## src/rtl/dds_sample_sequencer.sv

```systemverilog
`default_nettype none
// ============================================================================
// Module   : dds_sample_sequencer
// Purpose  : Walks a waveform RAM and presents sample pairs (Y[n-1], Y[n-2])
//            to a downstream DDS interpolator once per sample period P.
//            Optional one-shot mode: define DDS_ONESHOT_EN to add the OneShot
//            input and the Done output.
// Revision : 1.0  initial release
// ============================================================================
module dds_sample_sequencer (
  input  logic        Fg_CLK,
  input  logic        Fg_RESETn,
  input  logic        Run,
  input  logic [2:0]  DDSMode,
  input  logic [9:0]  WaveLast,
  output logic [9:0]  MemAddr,
  output logic        MemRdEn,
  input  logic [31:0] MemData,
`ifdef DDS_ONESHOT_EN
  input  logic        OneShot,
  output logic        Done,
`endif
  output logic [31:0] out_1,
  output logic [31:0] out_2,
  output logic        DDSEnable,
  output logic        Busy
);

  typedef enum logic [1:0] {
    IDLE       = 2'd0,
    PRIME      = 2'd1,
    PRIME_WAIT = 2'd2,
    RUN        = 2'd3
  } state_t;

  state_t      state, state_nxt;
  logic [13:0] count, count_nxt;
  logic [13:0] period_m1;
  logic        single;
  logic [2:0]  mode_q;
  logic        mode_changed;
  logic        rd_pending;
  logic [31:0] prefetch;
  logic [31:0] data_now;
  logic [9:0]  addr_adv, addr_nxt;
  logic        rden_nxt, en_nxt, tick, start_ok;
  logic [31:0] out1_nxt, out2_nxt;

`ifdef DDS_ONESHOT_EN
  logic wrap_seen, wrap_nxt, lock, lock_nxt, done_nxt;
  assign start_ok = ~lock;
`else
  assign start_ok = 1'b1;
`endif

  // Sample period minus one; 1 for the unused modes so they behave like mode 0
  always_comb begin
    case (DDSMode)
      3'd1:    period_m1 = 14'd9;
      3'd2:    period_m1 = 14'd99;
      3'd3:    period_m1 = 14'd999;
      3'd4:    period_m1 = 14'd9999;
      default: period_m1 = 14'd0;
    endcase
  end

  assign single       = (period_m1 == 14'd0);
  assign mode_changed = (DDSMode != mode_q);
  // ">=" so that lowering WaveLast below the current address still wraps
  assign addr_adv     = (MemAddr >= WaveLast) ? 10'd0 : MemAddr + 10'd1;
  // Freshly returned RAM word takes priority over the held prefetch copy
  assign data_now     = rd_pending ? MemData : prefetch;
  assign Busy         = (state != IDLE);

  // State register
  always_ff @(posedge Fg_CLK or negedge Fg_RESETn) begin
    if (!Fg_RESETn) state <= IDLE;
    else            state <= state_nxt;
  end

  // Next-state and next-output decode; a tick advances the sample pair
  always_comb begin
    state_nxt = state;
    count_nxt = count;
    addr_nxt  = MemAddr;
    rden_nxt  = 1'b0;
    en_nxt    = 1'b0;
    out1_nxt  = out_1;
    out2_nxt  = out_2;
    tick      = 1'b0;
`ifdef DDS_ONESHOT_EN
    wrap_nxt  = wrap_seen;
    lock_nxt  = lock & Run;
    done_nxt  = 1'b0;
`endif
    case (state)
      IDLE: begin
        count_nxt = 14'd0;
        addr_nxt  = 10'd0;
        if (Run && start_ok) begin
          state_nxt = PRIME;
          rden_nxt  = 1'b1;
        end
      end
      PRIME: begin
        state_nxt = PRIME_WAIT;
        // With P=1 reads must stream back to back, so issue the second early
        if (single) begin
          rden_nxt = 1'b1;
          addr_nxt = addr_adv;
        end
      end
      PRIME_WAIT: begin
        state_nxt = RUN;
        count_nxt = 14'd0;
        tick      = single;
      end
      RUN: begin
`ifdef DDS_ONESHOT_EN
        if (wrap_seen) begin
          state_nxt = IDLE;
          count_nxt = 14'd0;
          addr_nxt  = 10'd0;
          wrap_nxt  = 1'b0;
          lock_nxt  = 1'b1;
          done_nxt  = 1'b1;
        end else
`endif
        if (mode_changed) begin
          count_nxt = 14'd0;
        end else if (count == period_m1) begin
          tick      = 1'b1;
          count_nxt = 14'd0;
        end else begin
          count_nxt = count + 14'd1;
        end
      end
      default: state_nxt = IDLE;
    endcase

    if (tick) begin
      out2_nxt = out_1;
      out1_nxt = data_now;
      en_nxt   = 1'b1;
      rden_nxt = 1'b1;
      addr_nxt = addr_adv;
`ifdef DDS_ONESHOT_EN
      if (OneShot && (addr_adv == 10'd0)) wrap_nxt = 1'b1;
`endif
    end

    // Dropping Run stops from any active state, holding the output pair
    if ((state != IDLE) && !Run) begin
      state_nxt = IDLE;
      count_nxt = 14'd0;
      addr_nxt  = 10'd0;
      rden_nxt  = 1'b0;
      en_nxt    = 1'b0;
      out1_nxt  = out_1;
      out2_nxt  = out_2;
`ifdef DDS_ONESHOT_EN
      wrap_nxt  = 1'b0;
      done_nxt  = 1'b0;
`endif
    end
  end

  // Datapath registers: counter, read port, prefetch and output pair
  always_ff @(posedge Fg_CLK or negedge Fg_RESETn) begin
    if (!Fg_RESETn) begin
      count      <= 14'd0;
      MemAddr    <= 10'd0;
      MemRdEn    <= 1'b0;
      rd_pending <= 1'b0;
      prefetch   <= 32'd0;
      out_1      <= 32'd0;
      out_2      <= 32'd0;
      DDSEnable  <= 1'b0;
      mode_q     <= 3'd0;
    end else begin
      count      <= count_nxt;
      MemAddr    <= addr_nxt;
      MemRdEn    <= rden_nxt;
      rd_pending <= MemRdEn;
      if (rd_pending) prefetch <= MemData;
      out_1      <= out1_nxt;
      out_2      <= out2_nxt;
      DDSEnable  <= en_nxt;
      mode_q     <= DDSMode;
    end
  end

`ifdef DDS_ONESHOT_EN
  // One-shot bookkeeping: wrap seen, completion pulse, restart lockout
  always_ff @(posedge Fg_CLK or negedge Fg_RESETn) begin
    if (!Fg_RESETn) begin
      wrap_seen <= 1'b0;
      lock      <= 1'b0;
      Done      <= 1'b0;
    end else begin
      wrap_seen <= wrap_nxt;
      lock      <= lock_nxt;
      Done      <= done_nxt;
    end
  end
`endif

endmodule
`default_nettype wire

```

## config.mk

```make
export PLATFORM = sky130hd
export DESIGN_NAME = dds_sample_sequencer
export DESIGN_NICKNAME = d
export VERILOG_FILES = /design/src/rtl/dds_sample_sequencer.sv
export SDC_FILE = /design/constraint.sdc
export NUM_CORES = 1
export LEC_CHECK = 0
export CORE_MARGIN = 2
export CORE_UTILIZATION = 45
export DETAILED_ROUTE_END_ITERATION = 10
export PLACE_DENSITY_LB_ADDON = 0.3
export SLEW_MARGIN = 20
export SYNTH_ARGS = -nofsm -noshare
export SYNTH_HDL_FRONTEND = slang
export SYNTH_SLANG_ARGS = --single-unit
```

## constraint.sdc

```tcl
create_clock -name Fg_CLK -period 2.5 [get_ports Fg_CLK]
set_clock_uncertainty 0.05 [all_clocks]
set_input_delay 0.5 -clock Fg_CLK [delete_from_list [all_inputs] [get_ports Fg_CLK]]
set_output_delay 0.5 -clock Fg_CLK [all_outputs]
set_load 0.1 [all_outputs]
```

### Yosys cells after proc, flatten, opt, wreduce, memory -nomap -nowiden

Cells that the tools add are included.

| operators by class | value |
|---|---|
| equality and inequality tests | 11 |
| $add $sub $neg | 2 |
| bitwise gates (word level) | 1 |
| magnitude comparators | 1 |
| reductions and logical operators | 12 |
| multiplexer cells | 24 |

Operator list:

| kind | count |
|---|---|
| 14-bit case mux with 4 select lines | 1 |
| 14-bit 2-to-1 mux | 3 |
| 10-bit 2-to-1 mux | 4 |
| 32-bit 2-to-1 mux | 1 |
| 14-bit case mux with 2 select lines | 1 |
| 10-bit case mux with 2 select lines | 1 |
| 14-bit by 1-bit adder with 14-bit output (second input constant) | 1 |
| 14-bit == test | 1 |
| 14-bit zero test | 1 |
| 10-bit by 1-bit adder with 10-bit output (second input constant) | 1 |
| 10-bit >= comparator | 1 |
| 1-bit 2-to-1 mux | 8 |
| 4-bit nonzero test | 2 |
| 3-bit by 2-bit == test with 1-bit output (second input constant) | 2 |
| 2-bit case mux with 3 select lines | 1 |
| 2-bit AND reduction | 3 |
| 2-bit == test (second input constant) | 2 |
| 2-bit 2-to-1 mux | 2 |
| 4-bit != test (second input constant) | 1 |
| 1-bit case mux with 2 select lines | 2 |
| 3-bit by 1-bit == test with 1-bit output (second input constant) | 1 |
| 3-bit == test (second input constant) | 1 |
| 3-bit != test | 1 |
| 3-bit != test (second input constant) | 1 |
| other kinds (8) | 8 |

| word-level totals | value |
|---|---|
| output and inout port bits | 77 |
| bits in registers | 128 |
| input bits | 48 |

### Longest topological paths before layout

Gate-level depths: netlist of the first run.

| depth | value |
|---|---|
| word-level depth | 8 |
| gate-level depth with buffers | 10 |
| mapped depth without buffers | 9 |

### Worst setup path after synthesis of the first run

No wires, ideal clock.

| timing | value |
|---|---|
| path kind | reg2reg |
| start | register MemAddr[0] |
| end | register MemAddr[7] |
| cell stages (with the launch flop) | 10 |
| library setup time | 0.108 ns |
| slack | -0.609 ns |
| arrival | 2.951 ns |
| cell sequence | dfrtp_1 inv_1 ha_1 or3b_2 o2111ai_1 a31oi_1 o32a_1 a211oi_2 nand3_1 o311ai_1 |

| between the ends | value |
|---|---|
| word-level cells in the longest chain between the ends | 6 |

Ends and longest elaborated chain:

| what | RTL line | text |
|---|---|---|
| start: declaration | 16 | `output logic [9:0] MemAddr,` |
| start signal: assignment | 182 | `MemAddr <= addr_nxt;` |
| 10-bit by 1-bit adder with 10-bit output / 10-bit >= comparator (equally long branches) | 70 | `assign addr_adv = (MemAddr >= WaveLast) ? 10'd0 : MemAddr + 10'd1;` |
| 10-bit 2-to-1 mux * | 70 |  |
| 10-bit 2-to-1 mux | 108 | `if (single) begin` |
| 10-bit case mux with 2 select lines | 96 | `case (state)` |
| 10-bit 2-to-1 mux * | 141 | `if (tick) begin` |
| 10-bit 2-to-1 mux * | 153 | `if ((state != IDLE) && !Run) begin` |

Mark *: on every way between the ends. The rest lies on a longest branch, timed or not. The select of a mux whose other input is x is not followed.
A chain may end at the register's enable or synchronous reset.

### Worst setup path after layout of the first run

| timing | value |
|---|---|
| start | register count[3] |
| end | register out_2[22] |

| between the ends | value |
|---|---|
| word-level cells in the longest chain between the ends | 5 |

Ends and longest elaborated chain:

| what | RTL line | text |
|---|---|---|
| start: declaration | 37 | `logic [13:0] count, count_nxt;` |
| start signal: assignment | 181 | `count <= count_nxt;` |
| 14-bit == test | 131 | `end else if (count == period_m1) begin` |
| 1-bit 2-to-1 mux | 131 |  |
| 1-bit 2-to-1 mux | 129 | `if (mode_changed) begin` |
| 1-bit case mux with 2 select lines | 96 |  |
| 2-bit AND reduction (no line) | - |  |
| end signal: assignment | 187 | `out_2 <= out2_nxt;` |
| end: declaration | 24 | `output logic [31:0] out_2,` |

Every way passes these cells.

==> results of run 1 <==
==> critical path, stage by stage, from the launching register on <==
cell and delay (ns):
dfrtp_1 0.42, nor4bb_4 0.34, nor3_2 0.07, o22a_1 0.18, or4_4 0.55, a21oi_4 0.17, buf_12 0.15, buf_12 0.17
mux2_2 0.34
==> flip-flops by register name (all words and copies together), names as in the netlist <==
register	count
out_1	32
out_2	32
prefetch	32
count	14
MemAddr	10
mode_q	3
state	2
DDSEnable	1
MemRdEn	1
rd_pending	1
==> routing by layer <==
metal  vias up  GRT usage  share of wire
li1       1908          -              -
met1      2051      0.248           0.44
met2       121      0.316           0.50
met3        19     0.0494          0.050
met4         0     0.0792          0.017
met5         -          0              0
==> final timing paths <==
path	from	to	slack, ns	cells after the start
setup reg to reg	count[3]	out_2[22]	-0.05	8
hold reg to reg	MemRdEn	rd_pending	0.33	0
hold / removal	DDSMode[1]	mode_q[1]	0.23	1
min in group asynchronous	Fg_RESETn	prefetch[14]	0.53	2
setup / recovery	count[3]	out_2[22]	-0.05	8
max in group asynchronous	Fg_RESETn	count[1]	1.22	3
==> synth_stat cells, types with 2 or more instances <==
cell,n
mux2_4,10
xnor2_1,4
mux2_2,57
nand4_1,6
mux2_1,30
or3_1,2
o31ai_1,2
o21a_1,4
o2111ai_1,2
nor2_1,23
and3_1,5
or2_2,4
xor2_1,13
buf_1,3
nor3_1,6
inv_1,15
a22oi_1,4
mux2i_1,2
a31oi_1,2
o21ai_0,7
dfrtp_1,128
a22o_1,2
a21oi_1,4
nand3_1,14
clkbuf_1,7
nand2_1,26
ha_1,16
buf_4,2
buf_6,4
o311ai_1,4
buf_2,2
nand2b_1,3
==> kinds of logic after synthesis <==
family	count (synthesis)	synth area share
XOR/XNOR	18	0.0298
AND/OR/NAND/NOR	100	0.0891
multiplexers	99	0.200
buffers and inverters	34	0.0311
adder cells (fa/ha/maj)	16	0.0348
AO/OA/AOI/OAI	45	0.0591
flip-flops	128	0.556
==> repair_timing <==
| action | 4_1_cts | 5_1_grt |
|---|---|---|
| endpoints found under the hold margin | 32 | 0 |
| pin swaps | 9 | 10 |
| gates cloned | 1 | 0 |
| buffers inserted | 2 | 4 |
| gates resized for setup | 36 | 49 |
| endpoints found under the setup margin | 76 | 74 |
| hold buffers | 1 | 0 |
==> layout make-up <==
cell class | instances | share of cell area
Tap cell | 172 | 0.0258
Clock buffer | 25 | 0.0594
Sequential cell | 128 | 0.386
Multi-Input combinational cell | 278 | 0.327
Clock inverter | 6 | 0.00960
Timing Repair Buffer | 172 | 0.186
Inverter | 15 | 0.00675
==> per-stage QoR <==
step / instances / hold WS [ns] / utilization / worst slack (ns) / TNS [ns]
floorplan: 440 / 0.154 / - / -0.185 / -8.94
global placement: 757 / 0.324 / 0.589 / -0.800 / -60.94
detailed placement: 757 / 0.332 / 0.589 / -0.848 / -65.01
CTS: 792 / 0.335 / 0.647 / -0.0395 / -0.791
global route: 796 / 0.228 / 0.664 / -0.155 / -6.73
finish: 796 / 0.226 / 0.664 / -0.0522 / -1.18
==> cell usage in the layout (no fill, tap or decap), types with 10 or more instances in the layout <==
cell and count:
ha_1 14, clkbuf_16 17, buf_12 10, nand3_1 14, nor2_1 21, dfrtp_1 119, mux2_2 36, inv_1 14
clkdlybuf4s50_1 42, xor2_1 12, buf_4 107, mux2_4 54, nand2_1 25
==> impl_metrics.env, run 1 <==
export IMPL_min_period_ns=2.55
export IMPL_yosysTopAreaCellShare=0.556
export IMPL_routed_via_density=5.15
export IMPL_dr_pass1_iters=4
export IMPL_yosys_warnings=0
export IMPL_drt_iter0_markers=300
export IMPL_crit_arrival_ns=2.80
export IMPL_synth_area_top_cells="dfrtp_1 56%, mux2_2 11%, mux2_1 5.9%"
export IMPL_n_antenna_cell=0
export IMPL_ys_ff_latch=128
export IMPL_outcome="finished with violations"
export IMPL_final_setup_viol_count=52
export IMPL_crit_fanout=15
export IMPL_synth_area_um2=5760
export IMPL_worstSetupPathType="reg -> reg"
export IMPL_ctsRootBufferMaster="clkbuf_16"
export IMPL_cp_start_kind="register"
export IMPL_grt_max_degree=53
export IMPL_die_area_um2=13700
export IMPL_io_pins=125
export IMPL_grt_pass1_wl_mm=20.2
export IMPL_postRouteAntennaNets=0
export IMPL_core_um2=12600
export IMPL_avgSynthCellArea_um2=13.1
export IMPL_async_flop_share=1.00
export IMPL_cts_tree="built"
export IMPL_die_x_um=117
export IMPL_synth_ff_type="dfrtp_1"
export IMPL_clk_latency_ns=0.42
export IMPL_min_period_over_period=1.02
export IMPL_port_buffers=124
export IMPL_fmax_mhz=392
export IMPL_regArea_um2=3220
export IMPL_syn_num_nets=504
export IMPL_synth_edf_count=0
export IMPL_synth_seq_area_share=0.556
export IMPL_layout_nets=676
export IMPL_clk_path_buf_depth=2
export IMPL_hpwl_mm=8.94
export IMPL_row_count=41
export IMPL_worst_slew_pin_transition_ns=0.462
export IMPL_die_h_um=117
export IMPL_drc=0
export IMPL_rsz0062_at_grt="yes"
export IMPL_end_kind="register"
export IMPL_netlist_instances=440
export IMPL_cts_buffers=17
export IMPL_grt_use_total=0.194
export IMPL_relSlewSlack=0.692
export IMPL_antenna_found_initial=0
export IMPL_cts_sinks=128
export IMPL_place_gp_congestion=0.803
export IMPL_post_dp_cell_area_um2=7400
export IMPL_fin_ws_ns=-0.0522
export IMPL_wirelength_mm=13.1
export IMPL_htree_levels=4
export IMPL_finalMaxSlewViolations=0
export IMPL_grt_overflow=0
export IMPL_final_hold_viol_count=0
export IMPL_fill_cells=944
export IMPL_violations="negative setup slack"
export IMPL_synth_top_area_cell="dfrtp_1"
export IMPL_area_delta_synth_final_pct=44.9
export IMPL_start_util=0.458
export IMPL_maxCapViolCount=0
export IMPL_drt_wirelength_per_cell_um=16.4
export IMPL_multi_input_area_um2=2730
export IMPL_grt_pass1_vias=4142
export IMPL_yosysUniqueCellTypes=59
export IMPL_stdcell_area_um2=8340
export IMPL_clkTransAtPathRegs_ns=0.05
export IMPL_required_ns=2.75
export IMPL_drive_above_1_share=0.460
export IMPL_via_count=4099
export IMPL_hold_path_class="in -> reg"
Power of run 1 is left out: the tool's default activity adds up to more than one toggle a clock period on the data nets, which glitch-free logic cannot reach.
==> run 2, diff against run 1 <==
Settings changed: MAX_ROUTING_LAYER from default to met4.
==> impl_metrics.env, run 2 (synthesis results as in run 1) <==
export IMPL_grt_use_total=0.200
export IMPL_outcome="finished with violations"
export IMPL_wirelength_mm=13.0
export IMPL_r2r_slack_ns=-0.05
export IMPL_clk_path_buf_depth=2
export IMPL_violations="negative setup slack"
export IMPL_via_count=4089
export IMPL_final_setup_viol_count=50
export IMPL_r2r_start="count[3]"
export IMPL_grt_pass1_vias=4146
export IMPL_crit_start="count[3]"
export IMPL_worstReg2RegEnd="out_1[1]"
export IMPL_routed_via_density=5.14
export IMPL_htree_levels=4
export IMPL_ctsRootBufferMaster="clkbuf_16"
export IMPL_antenna_found_initial=0
export IMPL_end_kind="register"
export IMPL_die_area_um2=13700
export IMPL_crit_fanout=15
export IMPL_drt_iter0_markers=299
export IMPL_area_delta_synth_final_pct=44.6
export IMPL_min_period_over_period=1.02
export IMPL_core_um2=12600
export IMPL_cts_sinks=128
export IMPL_cts_buffers=17
export IMPL_dr_pass1_iters=4
export IMPL_grt_max_degree=53
export IMPL_hpwl_mm=8.94
export IMPL_n_antenna_cell=0
export IMPL_worstSetupPathType="reg -> reg"
export IMPL_start_util=0.458
export IMPL_crit_path_end="out_1[1]"
export IMPL_regArea_um2=3220
export IMPL_top_regs="out_1 (32), out_2 (32), prefetch (32)"
export IMPL_final_cell_mix="119 x dfrtp_1, 107 x buf_4, 48 x mux2_4, 42 x clkdlybuf4s50_1, 40 x mux2_2"
export IMPL_clkTransAtPathRegs_ns=0.05
export IMPL_post_dp_cell_area_um2=7400
export IMPL_drt_wirelength_per_cell_um=16.3
export IMPL_maxCapViolCount=0
export IMPL_die_x_um=117
export IMPL_die_h_um=117
export IMPL_fmax_mhz=392
export IMPL_place_gp_congestion=0.815
export IMPL_cts_tree="built"
export IMPL_required_ns=2.75
export IMPL_hold_path_class="in -> reg"
export IMPL_relSlewSlack=0.689
export IMPL_crit_arrival_ns=2.80
export IMPL_postRouteAntennaNets=0
export IMPL_ff2ff_path_depth=8
export IMPL_cp_start_kind="register"
export IMPL_min_period_ns=2.55
export IMPL_fill_cells=947
export IMPL_stdcell_area_um2=8320
export IMPL_layout_nets=676
export IMPL_port_buffers=124
export IMPL_drive_above_1_share=0.457
export IMPL_finalMaxSlewViolations=0
export IMPL_clk_latency_ns=0.42
export IMPL_fin_ws_ns=-0.0537
export IMPL_drc=0
export IMPL_final_common_cell="dfrtp_1"
export IMPL_worst_slew_pin_transition_ns=0.467
export IMPL_multi_input_area_um2=2700
export IMPL_rsz0062_at_grt="yes"
export IMPL_io_pins=125
export IMPL_final_hold_viol_count=0
export IMPL_grt_overflow=0
export IMPL_grt_pass1_wl_mm=20.2
export IMPL_row_count=41
[run 2: layout make-up]
| cell class | instances | area share |
|---|---|---|
| Tap cell | 172 | 0.0259 |
| Clock inverter | 6 | 0.00962 |
| Sequential cell | 128 | 0.387 |
| Clock buffer | 25 | 0.0595 |
| Multi-Input combinational cell | 278 | 0.325 |
| Timing Repair Buffer | 172 | 0.187 |
| Inverter | 15 | 0.00677 |
[run 2: critical path: stages, from the launching register on]
cell and delay (ns):
dfrtp_1 0.42, nor4bb_4 0.34, nor3_2 0.07, o22a_1 0.18, or4_4 0.55, a21oi_4 0.17, buf_12 0.15, buf_12 0.16
mux2_2 0.35
[run 2: how the worst min path moves through the flow]
stage / slack [ns] / endpoint / from / cells past startpoint
6_report: 0.23 / mode_q[1] / DDSMode[1] / 1
5_1_grt: 0.23 / mode_q[1] / DDSMode[1] / 1
4_1_cts: 0.34 / mode_q[2] / DDSMode[2] / 1
3_5_place_dp: 0.33 / rd_pending / MemRdEn / 0
3_3_place_gp: 0.32 / rd_pending / MemRdEn / 0
2_1_floorplan: 0.15 / DDSEnable / Fg_RESETn / 0
[run 2: timing repair]
item	4_1_cts	5_1_grt
hold buffers	1	0
endpoints found under the hold margin	32	0
setup buffers	2	4
setup endpoints to repair	76	74
gates resized for setup	36	43
pin swaps	9	10
cloned	1	0
[run 2: routing by layer]
metal	global-route usage	wire, um
met3	0.0474	586
met4	0.0792	229
met2	0.318	6450
met1	0.248	5720
met5	-	0
[run 2: through the flow]
| step | instances | utilization | hold WS (ns) | TNS [ns] | setup slack (ns) |
|---|---|---|---|---|---|
| global placement | 757 | 0.589 | 0.324 | -60.94 | -0.800 |
| floorplan | 440 | - | 0.154 | -8.94 | -0.185 |
| finish | 796 | 0.662 | 0.228 | -1.19 | -0.0537 |
| CTS | 792 | 0.647 | 0.335 | -0.791 | -0.0395 |
| global route | 796 | 0.662 | 0.228 | -6.80 | -0.161 |
| detailed placement | 757 | 0.589 | 0.332 | -65.01 | -0.848 |
Power of run 2 is left out for the same reason.
==> run 3, diff against run 2 <==
Settings changed: CORE_MARGIN 2 to 4.
==> impl_metrics.env, run 3 (synthesis results as in run 1) <==
export IMPL_finalSetupTns_ns=-1.21
export IMPL_crit_fanout=6
export IMPL_drt_iter0_markers=237
export IMPL_postRouteAntennaNets=0
export IMPL_drive_above_1_share=0.475
export IMPL_relSlewSlack=0.633
export IMPL_stdcell_area_um2=8350
export IMPL_wirelength_mm=13.0
export IMPL_final_setup_viol_count=22
export IMPL_worstReg2RegEnd="out_1[10]"
export IMPL_row_count=41
export IMPL_area_delta_synth_final_pct=45.0
export IMPL_finalMaxSlewViolations=0
export IMPL_worstSetupPathType="reg -> reg"
export IMPL_r2r_start="count[1]"
export IMPL_grt_use_total=0.189
export IMPL_cts_sinks=128
export IMPL_hpwl_mm=8.98
export IMPL_grt_pass1_vias=4278
export IMPL_r2r_slack_ns=-0.08
export IMPL_grt_pass1_wl_mm=21.3
export IMPL_drc=0
export IMPL_fill_cells=949
export IMPL_clk_latency_ns=0.40
export IMPL_via_count=4040
export IMPL_post_dp_cell_area_um2=7410
export IMPL_dr_pass1_iters=4
export IMPL_ff2ff_path_depth=10
export IMPL_final_hold_viol_count=0
export IMPL_fin_ws_ns=-0.0767
export IMPL_final_cell_mix="118 x dfrtp_1, 109 x buf_4, 60 x mux2_4, 41 x clkdlybuf4s50_1, 36 x mux2_2"
export IMPL_fmax_mhz=388
export IMPL_min_period_ns=2.58
export IMPL_outcome="finished with violations"
export IMPL_clk_path_buf_depth=2
export IMPL_final_common_cell="dfrtp_1"
export IMPL_start_util=0.458
export IMPL_htree_levels=4
export IMPL_grt_max_degree=41
export IMPL_ctsRootBufferMaster="clkbuf_16"
export IMPL_cts_tree="built"
export IMPL_maxCapViolCount=0
export IMPL_antenna_found_initial=0
export IMPL_die_area_um2=14700
export IMPL_top_regs="out_1 (32), out_2 (32), prefetch (32)"
export IMPL_hold_path_class="in -> async"
export IMPL_required_ns=2.73
export IMPL_drt_wirelength_per_cell_um=16.3
export IMPL_crit_arrival_ns=2.81
export IMPL_die_x_um=121
export IMPL_min_period_over_period=1.03
export IMPL_core_um2=12600
export IMPL_fin_hold_ws_ns=0.0384
export IMPL_n_antenna_cell=0
export IMPL_io_pins=125
export IMPL_rsz0062_at_grt="yes"
export IMPL_clkTransAtPathRegs_ns=0.05
export IMPL_cts_buffers=17
export IMPL_grt_overflow=0
export IMPL_place_gp_congestion=0.875
export IMPL_end_kind="register"
export IMPL_violations="negative setup slack"
export IMPL_cp_start_kind="register"
export IMPL_port_buffers=124
export IMPL_routed_via_density=5.06
export IMPL_die_h_um=121
export IMPL_layout_nets=678
export IMPL_worst_slew_pin_transition_ns=0.550
[run 3: how the worst max path moves through the flow]
stage | endpoint | depth (start not counted) | start | slack [ns]
floorplan | out_1[13] | 9 | DDSMode[0] | -0.19
global placement | out_1[5] | 10 | DDSMode[2] | -0.78
detailed placement | out_2[2] | 9 | DDSMode[0] | -0.85
CTS | out_2[10] | 10 | count[1] | -0.12
global route | out_1[10] | 10 | count[1] | -0.18
finish | out_1[10] | 10 | count[1] | -0.08
[run 3: timing repair]
item	in CTS	in global routing
hold buffers	0	0
endpoints found under the setup margin	75	73
gates resized for setup	49	34
setup buffers	6	2
cloned	3	1
pin swaps	7	5
[run 3: final cells by class]
class | instances | area [um^2] | share of cell area
clock buffer | 20 | 467 | 0.0559
clock inverter | 12 | 111 | 0.0133
inverter | 15 | 56.3 | 0.00674
multi-input combinational | 278 | 2670 | 0.320
sequential | 128 | 3220 | 0.385
tap | 172 | 215 | 0.0258
timing repair buffer | 174 | 1610 | 0.193
[run 3: worst max-delay path, stage by stage, from the launching register on]
cell and delay (ns):
dfrtp_2 0.44, buf_6 0.13, xor2_2 0.13, a2bb2oi_1 0.08, o22a_1 0.21, or4_4 0.54, a21oi_4 0.16, buf_12 0.15
buf_12 0.12, clkbuf_16 0.14, mux2_4 0.30
[run 3: metal layers]
| layer | track usage | vias up | wire, um |
|---|---|---|---|
| li1 | - | 1904 | - |
| met1 | 0.244 | 2018 | 5790 |
| met2 | 0.297 | 102 | 6300 |
| met3 | 0.0499 | 16 | 782 |
| met4 | 0.0552 | 0 | 133 |
| met5 | - | - | 0 |
[run 3: through the flow]
step,utilization,setup slack [ns],instances
final,0.664,-0.0767,799
after global routing,0.664,-0.175,799
after CTS,0.658,-0.123,799
after detailed placement,0.590,-0.846,759
after global placement,0.590,-0.777,759
after floorplan,-,-0.185,440
Power of run 3 is left out for the same reason.
